**config.mk**
```make
export PLATFORM = sky130hd
export DESIGN_NAME = fnd_scan_controller
export DESIGN_NICKNAME = d
export VERILOG_FILES = /design/src/rtl/fnd_scan_controller.sv
export SDC_FILE = /design/constraint.sdc
export NUM_CORES = 1
export LEC_CHECK = 0
export CORE_AREA = 2 2 71 73
export CTS_BUF_LIST = sky130_fd_sc_hd__clkbuf_4 sky130_fd_sc_hd__clkbuf_8
export CTS_CLUSTER_DIAMETER = 40
export DETAILED_ROUTE_END_ITERATION = 12
export DIE_AREA = 0 0 73 75
export PLACE_DENSITY = 0.86
export SLEW_MARGIN = 20
export SYNTH_ARGS = -nofsm -noshare
export SYNTH_HDL_FRONTEND = slang
export SYNTH_SLANG_ARGS = --single-unit
```
**constraint.sdc**
```tcl
create_clock -name i_clk -period 3.69 [get_ports i_clk]
set_clock_uncertainty 0.1 [all_clocks]
set_input_delay 1.107 -clock i_clk [delete_from_list [all_inputs] [get_ports i_clk]]
set_output_delay 1.107 -clock i_clk [all_outputs]
set_load 0.005 [all_outputs]
```
**src/rtl/fnd_scan_controller.sv**
```systemverilog
// ============================================================================
// Module   : fnd_scan_controller
// Brief    : Multiplexed 7-segment (FND) scan driver with per-frame snapshot,
//            decimal points, forced blanking and optional leading-zero blanking.
// Revision : 1.0 - initial release
// ============================================================================
`default_nettype none

module fnd_scan_controller #(
  parameter int DIGITS      = 4,
  parameter int CLK_DIV     = 100000,
  parameter int HEX_EN      = 0,
  parameter int LZ_SUPPRESS = 0
) (
  input  logic                  i_clk,
  input  logic                  i_reset,
  input  logic [4*DIGITS-1:0]   i_value,
  input  logic [DIGITS-1:0]     i_dp,
  input  logic [DIGITS-1:0]     i_blank,
  input  logic                  i_En,
  output logic [7:0]            o_font,
  output logic [DIGITS-1:0]     o_digit,
  output logic                  o_frame
);

  localparam int c_presc_w = (CLK_DIV > 1) ? $clog2(CLK_DIV) : 1;
  localparam int c_idx_w   = (DIGITS > 1) ? $clog2(DIGITS) : 1;
  localparam logic [c_presc_w-1:0] c_presc_max = c_presc_w'(CLK_DIV - 1);
  localparam logic [c_idx_w-1:0]   c_idx_max   = c_idx_w'(DIGITS - 1);

  logic [c_presc_w-1:0] r_presc;
  logic [c_idx_w-1:0]   r_idx;
  logic                 r_first;
  logic [4*DIGITS-1:0]  r_val;
  logic [DIGITS-1:0]    r_dp;
  logic [DIGITS-1:0]    r_blank;

  logic                 w_tick;
  logic                 w_load;
  logic [3:0]           w_nibs [DIGITS];
  logic [DIGITS-1:0]    w_upper_nz;
  logic [DIGITS-1:0]    w_sel;
  logic [3:0]           w_nib;
  logic [7:0]           w_font_raw;
  logic                 w_seg_blank;
  logic [7:0]           w_font;

  assign w_tick = (r_presc == c_presc_max);
  // r_first forces a snapshot in the first cycle out of reset
  assign w_load = r_first | (w_tick & (r_idx == c_idx_max));

  genvar d;
  generate
    for (d = 0; d < DIGITS; d++) begin : g_digit
      assign w_nibs[d]      = r_val[4*d +: 4];
      assign w_upper_nz[d]  = |r_val[4*DIGITS-1:4*d];
      assign w_sel[d]       = (r_idx == c_idx_w'(d));
    end
  endgenerate

  assign w_nib = w_nibs[r_idx];

  always_comb begin
    w_font_raw = 8'hff;
    case (w_nib)
      4'h0: w_font_raw = 8'hc0;
      4'h1: w_font_raw = 8'hf9;
      4'h2: w_font_raw = 8'ha4;
      4'h3: w_font_raw = 8'hb0;
      4'h4: w_font_raw = 8'h99;
      4'h5: w_font_raw = 8'h92;
      4'h6: w_font_raw = 8'h82;
      4'h7: w_font_raw = 8'hf8;
      4'h8: w_font_raw = 8'h80;
      4'h9: w_font_raw = 8'h90;
      4'ha: w_font_raw = 8'h88;
      4'hb: w_font_raw = 8'h83;
      4'hc: w_font_raw = 8'hc6;
      4'hd: w_font_raw = 8'ha1;
      4'he: w_font_raw = 8'h86;
      4'hf: w_font_raw = 8'h8e;
      default: w_font_raw = 8'hff;
    endcase
    if ((HEX_EN == 0) && (w_nib > 4'd9)) begin
      w_font_raw = 8'hff;
    end
  end

  // Digit 0 is never a leading zero, so a plain 0 always stays visible
  assign w_seg_blank = r_blank[r_idx] |
                       ((LZ_SUPPRESS != 0) && (r_idx != '0) && !w_upper_nz[r_idx]);
  assign w_font      = {~r_dp[r_idx], w_seg_blank ? 7'h7f : w_font_raw[6:0]};

  always_ff @(posedge i_clk) begin
    if (i_reset) begin
      r_presc <= '0;
      r_idx   <= '0;
      r_first <= 1'b1;
      r_val   <= '0;
      r_dp    <= '0;
      r_blank <= '0;
      o_frame <= 1'b0;
      o_font  <= 8'hff;
      o_digit <= '1;
    end else begin
      r_presc <= w_tick ? '0 : r_presc + 1'b1;
      if (w_tick) begin
        r_idx <= (r_idx == c_idx_max) ? '0 : r_idx + 1'b1;
      end
      r_first <= 1'b0;
      if (w_load) begin
        r_val   <= i_value;
        r_dp    <= i_dp;
        r_blank <= i_blank;
      end
      o_frame <= w_load;
      if (i_En) begin
        o_font  <= w_font;
        o_digit <= ~w_sel;
      end else begin
        o_font  <= 8'hff;
        o_digit <= '1;
      end
    end
  end

endmodule

`default_nettype wire

```
# Word level (Yosys, flattened, before mapping)
# Memory sizes are Yosys's and may differ from the RTL's. A register that Yosys moved wholly into a read port is not among the register bits.
# Index checks and enable logic that the tools add are counted.
[classes] addsub=2 mul=0 div_mod_pow=0 magnitude_cmp=3 eq_ne=4 shifts=0 muxes=9 bitwise_logic=6 reduce_logical=4
[op_table] operator="$add A17 B1 Y17 const B" n=1
[op_table] operator="$eq A17 B17 Y1 const B" n=1
[op_table] operator="$bmux W4 S2" n=1
[op_table] operator="$mux W4" n=2
[op_table] operator="$bmux W1 S2" n=2
[op_table] operator="$eq A2 B2 Y1 const B" n=2
[op_table] operator="$gt A4 B4 Y1 const B" n=1
[op_table] operator="$not A4 Y4" n=1
[op_table] operator="$reduce_or A2 Y1" n=2
[op_table] operator="$reduce_or A4 Y1" n=1
[op_table] operator="$ge A3 B3 Y1 const B" n=1
[op_table] operator="$lt A2 B3 Y1 const B" n=1
[op_table] operator="$mux W1" n=3
[op_table] operator="$not A2 Y3" n=1
[op_table] operator="$add A2 B1 Y2 const B" n=1
[op_table] operator="$eq A2 B1 Y1 const B" n=1
[op_table] operator="$logic_not A2 Y1" n=1
[op_table] operator="$mux W2" n=1
[op_table] operator="$not A1 Y1" n=2
[op_table] operator="$and A1 B1 Y1" n=1
[op_table] operator="$or A1 B1 Y1" n=1
[totals] ff_bits=50 latch_bits=0 mem_bits_rw=0 rom_bits=112 inputBits=27 output_inout_bits=13 wordCells=38 n_memories=1
[memory_table] memory="(no name shown)" words=16 word_bits=7 read_ports=1 rd_clocked_by_memory_dff=1 write_ports=0 line="65" source="case (w_nib)"

# Longest topological paths before layout
[logic_depth] depth_word=6 mapped_depth=9 depth_no_buf=7

# Least setup slack after synthesis
# OpenSTA, ideal clock, no wires.
[synth_timing] path_kind="reg2reg" startpoint="register r_idx[0]" endpoint="register o_font[3]" setup_ps=129 arrival_time_ps=1999 setup_slack_ps=1462 stages_incl_launch_ff=10 n_path_buf=2 path_cell_list="dfxtp_1 > buf_6 > mux4_2 > inv_1 > ha_1 > nor2_1 > o21ai_0 > and3b_1 > buf_2 > o211ai_1"
[synth_between] elab_chain_cells=6 elab_cells_between_ends=8 cone_classes="1 x order compare; 5 x mux; 1 x bitwise; 1 x reduce/logical"
[synth_lines] item="start, declared" line="32" source="logic [c_idx_w-1:0] r_idx;"
[synth_lines] item="start signal, assigned" line="108" source="r_idx <= (r_idx == c_idx_max) ? '0 : r_idx + 1'b1;"
[synth_lines] item="$not A2 Y3 (not written as such)" line="61" source="assign w_nib = w_nibs[r_idx];"
[synth_lines] item="$bmux W4 S2" line="61"
[synth_lines] item="$mux W4 (not written as such) (2 in a row)" line="61"
[synth_lines] item="$gt A4 B4 Y1" line="84" source="if ((HEX_EN == 0) && (w_nib > 4'd9)) begin"
[synth_lines] item="$reduce_or A4 Y1 (no line)"
[synth_lines] item="end, declared" line="21" source="output logic [7:0] o_font,"
# Several ways; a longest one is shown, not always the timed one. The select of a mux whose other input is x is not followed.
# A chain may end at the register's enable or synchronous reset.

# Final worst setup path
[layout_timing] startpoint="register r_idx[0]" endpoint="register o_font[5]"
# Same word-level chain as after synthesis.

==> impl_metrics.prom <==
# TYPE chip_impl_metric gauge
chip_impl_metric{name="total_grt_overflow",unit=""} 0
chip_impl_metric{name="final.setup.tns",unit="ns"} 0
chip_impl_metric{name="first_pass_iters",unit=""} 4
chip_impl_metric{name="final_worst_path_period_need",unit="ns"} 2.64
chip_impl_metric{name="detailroute.wirelength.met3",unit="µm"} 263
chip_impl_metric{name="drcViolationCount",unit=""} 0
chip_impl_info{name="timing.hold.worst.class",value="register to register"} 1
chip_impl_info{name="startpoint_type",value="register"} 1
chip_impl_info{name="largest_family_of_logic_cells_by_synthesized_area",value="simple AND/OR/NAND/NOR gates"} 1
chip_impl_metric{name="track_usage",unit="%"} 21.2
chip_impl_metric{name="sequential_area_share_after_synthesis",unit="%"} 41.2
chip_impl_metric{name="syn2layout_area_growth",unit="%"} 20.9
chip_impl_metric{name="max_slew.worst_pin.slew",unit="ns"} 1.03
chip_impl_metric{name="floorplan.die.height",unit="µm"} 75
chip_impl_info{name="grt_setup_unrepaired",value="no"} 1
chip_impl_metric{name="post-synth-top-area-fraction",unit="%"} 41.2
chip_impl_metric{name="postRouteAntennaNets",unit=""} 0
chip_impl_metric{name="place_hpwl",unit="mm"} 3.51
chip_impl_metric{name="cellLeakagePower",unit="µW"} 0.00129
chip_impl_metric{name="placementRows",unit=""} 25
chip_impl_info{name="yosys-top-cells-area",value="sky130_fd_sc_hd__dfxtp_1 41%, sky130_fd_sc_hd__nand2b_1 11%, sky130_fd_sc_hd__mux2i_1 9.8%"} 1
chip_impl_metric{name="async_reset_ff_share",unit="%"} 0
chip_impl_metric{name="max_fo_critical_path",unit=""} 13
chip_impl_metric{name="global_route_wire_length_before_repair",unit="mm"} 8.70
chip_impl_info{name="dominantRegCellSynth",value="sky130_fd_sc_hd__dfxtp_1"} 1
chip_impl_info{name="cts.root.buffer_cell",value="sky130_fd_sc_hd__clkbuf_8"} 1
chip_impl_metric{name="yosys_warnings",unit=""} 0
chip_impl_metric{name="initialDrtViolationCount",unit=""} 125
chip_impl_metric{name="synth.ff_latch_count",unit=""} 57
chip_impl_metric{name="syn_nets",unit=""} 315
chip_impl_metric{name="final_net_count",unit=""} 353
chip_impl_metric{name="synth-edff-count",unit=""} 0
chip_impl_metric{name="maxSlewViolCount",unit=""} 0
chip_impl_metric{name="hold_depth",unit=""} 2
chip_impl_metric{name="synth_xor_area_share",unit="%"} 4.74
chip_impl_metric{name="fin_ws",unit="ns"} 1.05
chip_impl_metric{name="placeable_core_region",unit="µm²"} 4660
chip_impl_metric{name="portion_of_netlist_area_occupied_by_mux_cells",unit="%"} 16.3
chip_impl_metric{name="yosysUniqueCellTypes",unit=""} 40
chip_impl_metric{name="maximum_number_of_pins_on_one_net_before_global_route_repair",unit=""} 53
chip_impl_metric{name="multiInputGateArea",unit="µm²"} 1530
chip_impl_metric{name="top_level_ports",unit=""} 40
chip_impl_metric{name="syn-cell-area",unit="µm²"} 2770
chip_impl_metric{name="postSynthCellCount",unit=""} 277
chip_impl_metric{name="maxCapViolations",unit=""} 0
chip_impl_metric{name="hold-worst-slack",unit="ns"} 0.377
chip_impl_metric{name="route.final.wire_length",unit="mm"} 5.04
chip_impl_metric{name="numPortBuffers",unit=""} 39
chip_impl_metric{name="fp.dieW",unit="µm"} 73
chip_impl_metric{name="slew_headroom",unit="%"} 31.1
chip_impl_metric{name="hold_violations",unit=""} 0
chip_impl_metric{name="wirelength_met1",unit="mm"} 2.40
chip_impl_metric{name="maxClockFrequency",unit="GHz"} 0.379
chip_impl_metric{name="clockBufferDepth",unit=""} 2
chip_impl_metric{name="wl_met2",unit="mm"} 2.27
chip_impl_metric{name="post_synth.cell_area_avg",unit="µm²"} 10.0
chip_impl_metric{name="hold_buffers",unit=""} 0
chip_impl_metric{name="timing.final.setup_violations",unit=""} 0
chip_impl_metric{name="dp_cells",unit=""} 358
chip_impl_metric{name="wl_per_cell",unit="µm"} 13.5
chip_impl_metric{name="clock_latency",unit="ns"} 0.33
chip_impl_metric{name="route.vias.total",unit=""} 1997
chip_impl_metric{name="register_area",unit="µm²"} 1140
chip_impl_info{name="result_of_the_run",value="complete, no violations"} 1
chip_impl_metric{name="post_route_cells_drive_above_1_share",unit="%"} 10.3
chip_impl_metric{name="initial_utilization",unit="%"} 59.5
chip_impl_metric{name="first_global_vias",unit=""} 1886
chip_impl_metric{name="ctsHtreeMaxLevel",unit=""} 3
chip_impl_metric{name="critical_path_arrival",unit="ns"} 2.74
chip_impl_info{name="synth_top_cell_by_area",value="sky130_fd_sc_hd__dfxtp_1"} 1
chip_impl_metric{name="detailedPlace.worstSlack",unit="ns"} 1.01
chip_impl_info{name="routed.top_layer",value="met4"} 1
chip_impl_metric{name="worst_ep_required_time",unit="ns"} 3.79
chip_impl_metric{name="clkTransAtPathRegs",unit="ns"} 0.06
chip_impl_info{name="tritoncts",value="built"} 1
chip_impl_metric{name="final.fill_count",unit=""} 352
chip_impl_metric{name="diodes",unit=""} 0
chip_impl_info{name="critical_path.endpoint_type",value="register"} 1
chip_impl_metric{name="post_cts_resized",unit=""} 0
chip_impl_metric{name="initial_antenna_violation_count",unit=""} 0
chip_impl_metric{name="detail_route.vias_per_cell",unit=""} 5.34
chip_impl_metric{name="synth_compound_gate_area_share",unit="%"} 5.06
chip_impl_metric{name="portion_of_the_clock_cycle_consumed_by_the_worst_path_in_the_final_layout",unit="%"} 71.4
chip_impl_metric{name="reg2reg_depth",unit=""} 7
chip_impl_metric{name="power-per-cell-area",unit="nW/µm²"} 394
chip_impl_metric{name="synthAdderAreaFrac",unit="%"} 4.97
chip_impl_metric{name="post_cts_buffers",unit=""} 0
chip_impl_metric{name="peak_supply_drop",unit="mV"} 0.261
chip_impl_metric{name="synth-simple-area-share",unit="%"} 24.1
chip_impl_metric{name="numCtsBuffers",unit=""} 9
chip_impl_metric{name="gp_routability_congestion",unit=""} 0.888
chip_impl_info{name="critical_path_class",value="register to register"} 1
chip_impl_metric{name="cts_sinks",unit=""} 57
chip_impl_metric{name="layout.cells.non_filler",unit=""} 374
chip_impl_metric{name="fp.dieArea",unit="µm²"} 5480
[placed cells by master, fill, tap and decap left out, drive strengths merged, types with 2 or more instances in the layout]
| cell type | count |
|---|---|
| and4 | 2 |
| mux4 | 7 |
| nand2 | 13 |
| or4 | 3 |
| dfxtp | 57 |
| nor3 | 3 |
| inv | 8 |
| mux2 | 2 |
| o211ai | 4 |
| buf | 2 |
| nor2b | 2 |
| o21ai | 8 |
| xnor2 | 7 |
| or3 | 5 |
| clkbuf | 13 |
| a21oi | 6 |
| nand2b | 50 |
| clkinv | 3 |
| ha | 11 |
| nand4 | 3 |
| clkdlybuf4s50 | 39 |
| xor2 | 8 |
| nor2 | 20 |
| nand3 | 6 |
| mux2i | 27 |
[final timing paths]
kind / start / end / slack, ns
worst max register to register: r_idx[0] / o_font[5] / 1.05
worst min register to register: r_dp[2] / r_dp[2] / 0.38
worst min-delay path: r_dp[2] / r_dp[2] / 0.38
worst max-delay path: r_idx[0] / o_font[5] / 1.05
[flip-flops by register name (all words and copies together), names as in the netlist, 2 cells and up]
signal / cells
o_font: 8
r_val: 16
o_digit: 4
r_blank: 4
r_idx: 2
r_presc: 17
r_dp: 4
[logic make-up after synthesis]
kind of cell / after synthesis
AO/OA/AOI/OAI: 21
XOR/XNOR: 15
adder cells (fa/ha/maj): 11
buffers and inverters: 22
flip-flops: 57
multiplexers: 36
AND/OR/NAND/NOR: 115
[stage by stage]
step | total power (µW) | utilization (%) | cell area, µm²
2_1_floorplan | 754 | - | 2770
3_3_place_gp | 809 | 68.0 | 3170
3_5_place_dp | 813 | 68.0 | 3170
4_1_cts | 1330 | 71.9 | 3350
5_1_grt | 1380 | 71.9 | 3350
6_report | 1320 | 71.9 | 3350
[report_power, final]
group | leakage [µW] | internal (µW) | switching, µW | total, µW
registers | 0.000467 | 643 | 17.6 | 660
clock network | 0.000100 | 292 | 229 | 520
logic | 0.000720 | 83.8 | 56.0 | 140
[critical path, stage by stage (launching register included)]
cell                      delay (ns)
sky130_fd_sc_hd__dfxtp_1        0.73
sky130_fd_sc_hd__mux4_2         0.64
sky130_fd_sc_hd__inv_1          0.17
sky130_fd_sc_hd__ha_1           0.24
sky130_fd_sc_hd__nor2_1         0.06
sky130_fd_sc_hd__o21ai_0        0.14
sky130_fd_sc_hd__and3b_1        0.31
sky130_fd_sc_hd__o21ai_0        0.12
[final cells by class]
type / count / share of cell area, %
multi-input combinational: 198 / 45.5
tap: 54 / 2.02
clock buffer: 13 / 4.96
inverter: 8 / 0.896
clock inverter: 3 / 0.448
timing repair buffer: 41 / 12.1
sequential: 57 / 34.0
[cell usage after synthesis (all sizes together) (2+ instances only)]
| cell | n |
|---|---|
| dfxtp | 57 |
| nor2 | 20 |
| ha | 11 |
| a21oi | 6 |
| or4 | 3 |
| xnor2 | 7 |
| mux2 | 2 |
| or3 | 5 |
| nor3 | 3 |
| nor2b | 2 |
| o21ai | 8 |
| nand2 | 13 |
| and4 | 2 |
| xor2 | 8 |
| nand2b | 50 |
| inv | 8 |
| nand3 | 6 |
| buf | 6 |
| mux2i | 27 |
| nand4 | 3 |
| clkbuf | 8 |
| mux4 | 7 |
| o211ai | 4 |
[routing by layer]
metal | track usage, % | vias to the layer above
li1 | - | 1014
met2 | 31.5 | 65
met1 | 28.1 | 907
met4 | 13.0 | 0
met3 | 4.82 | 11
met5 | 0 | -
No activity file was read; power rests on OpenSTA's default activity.
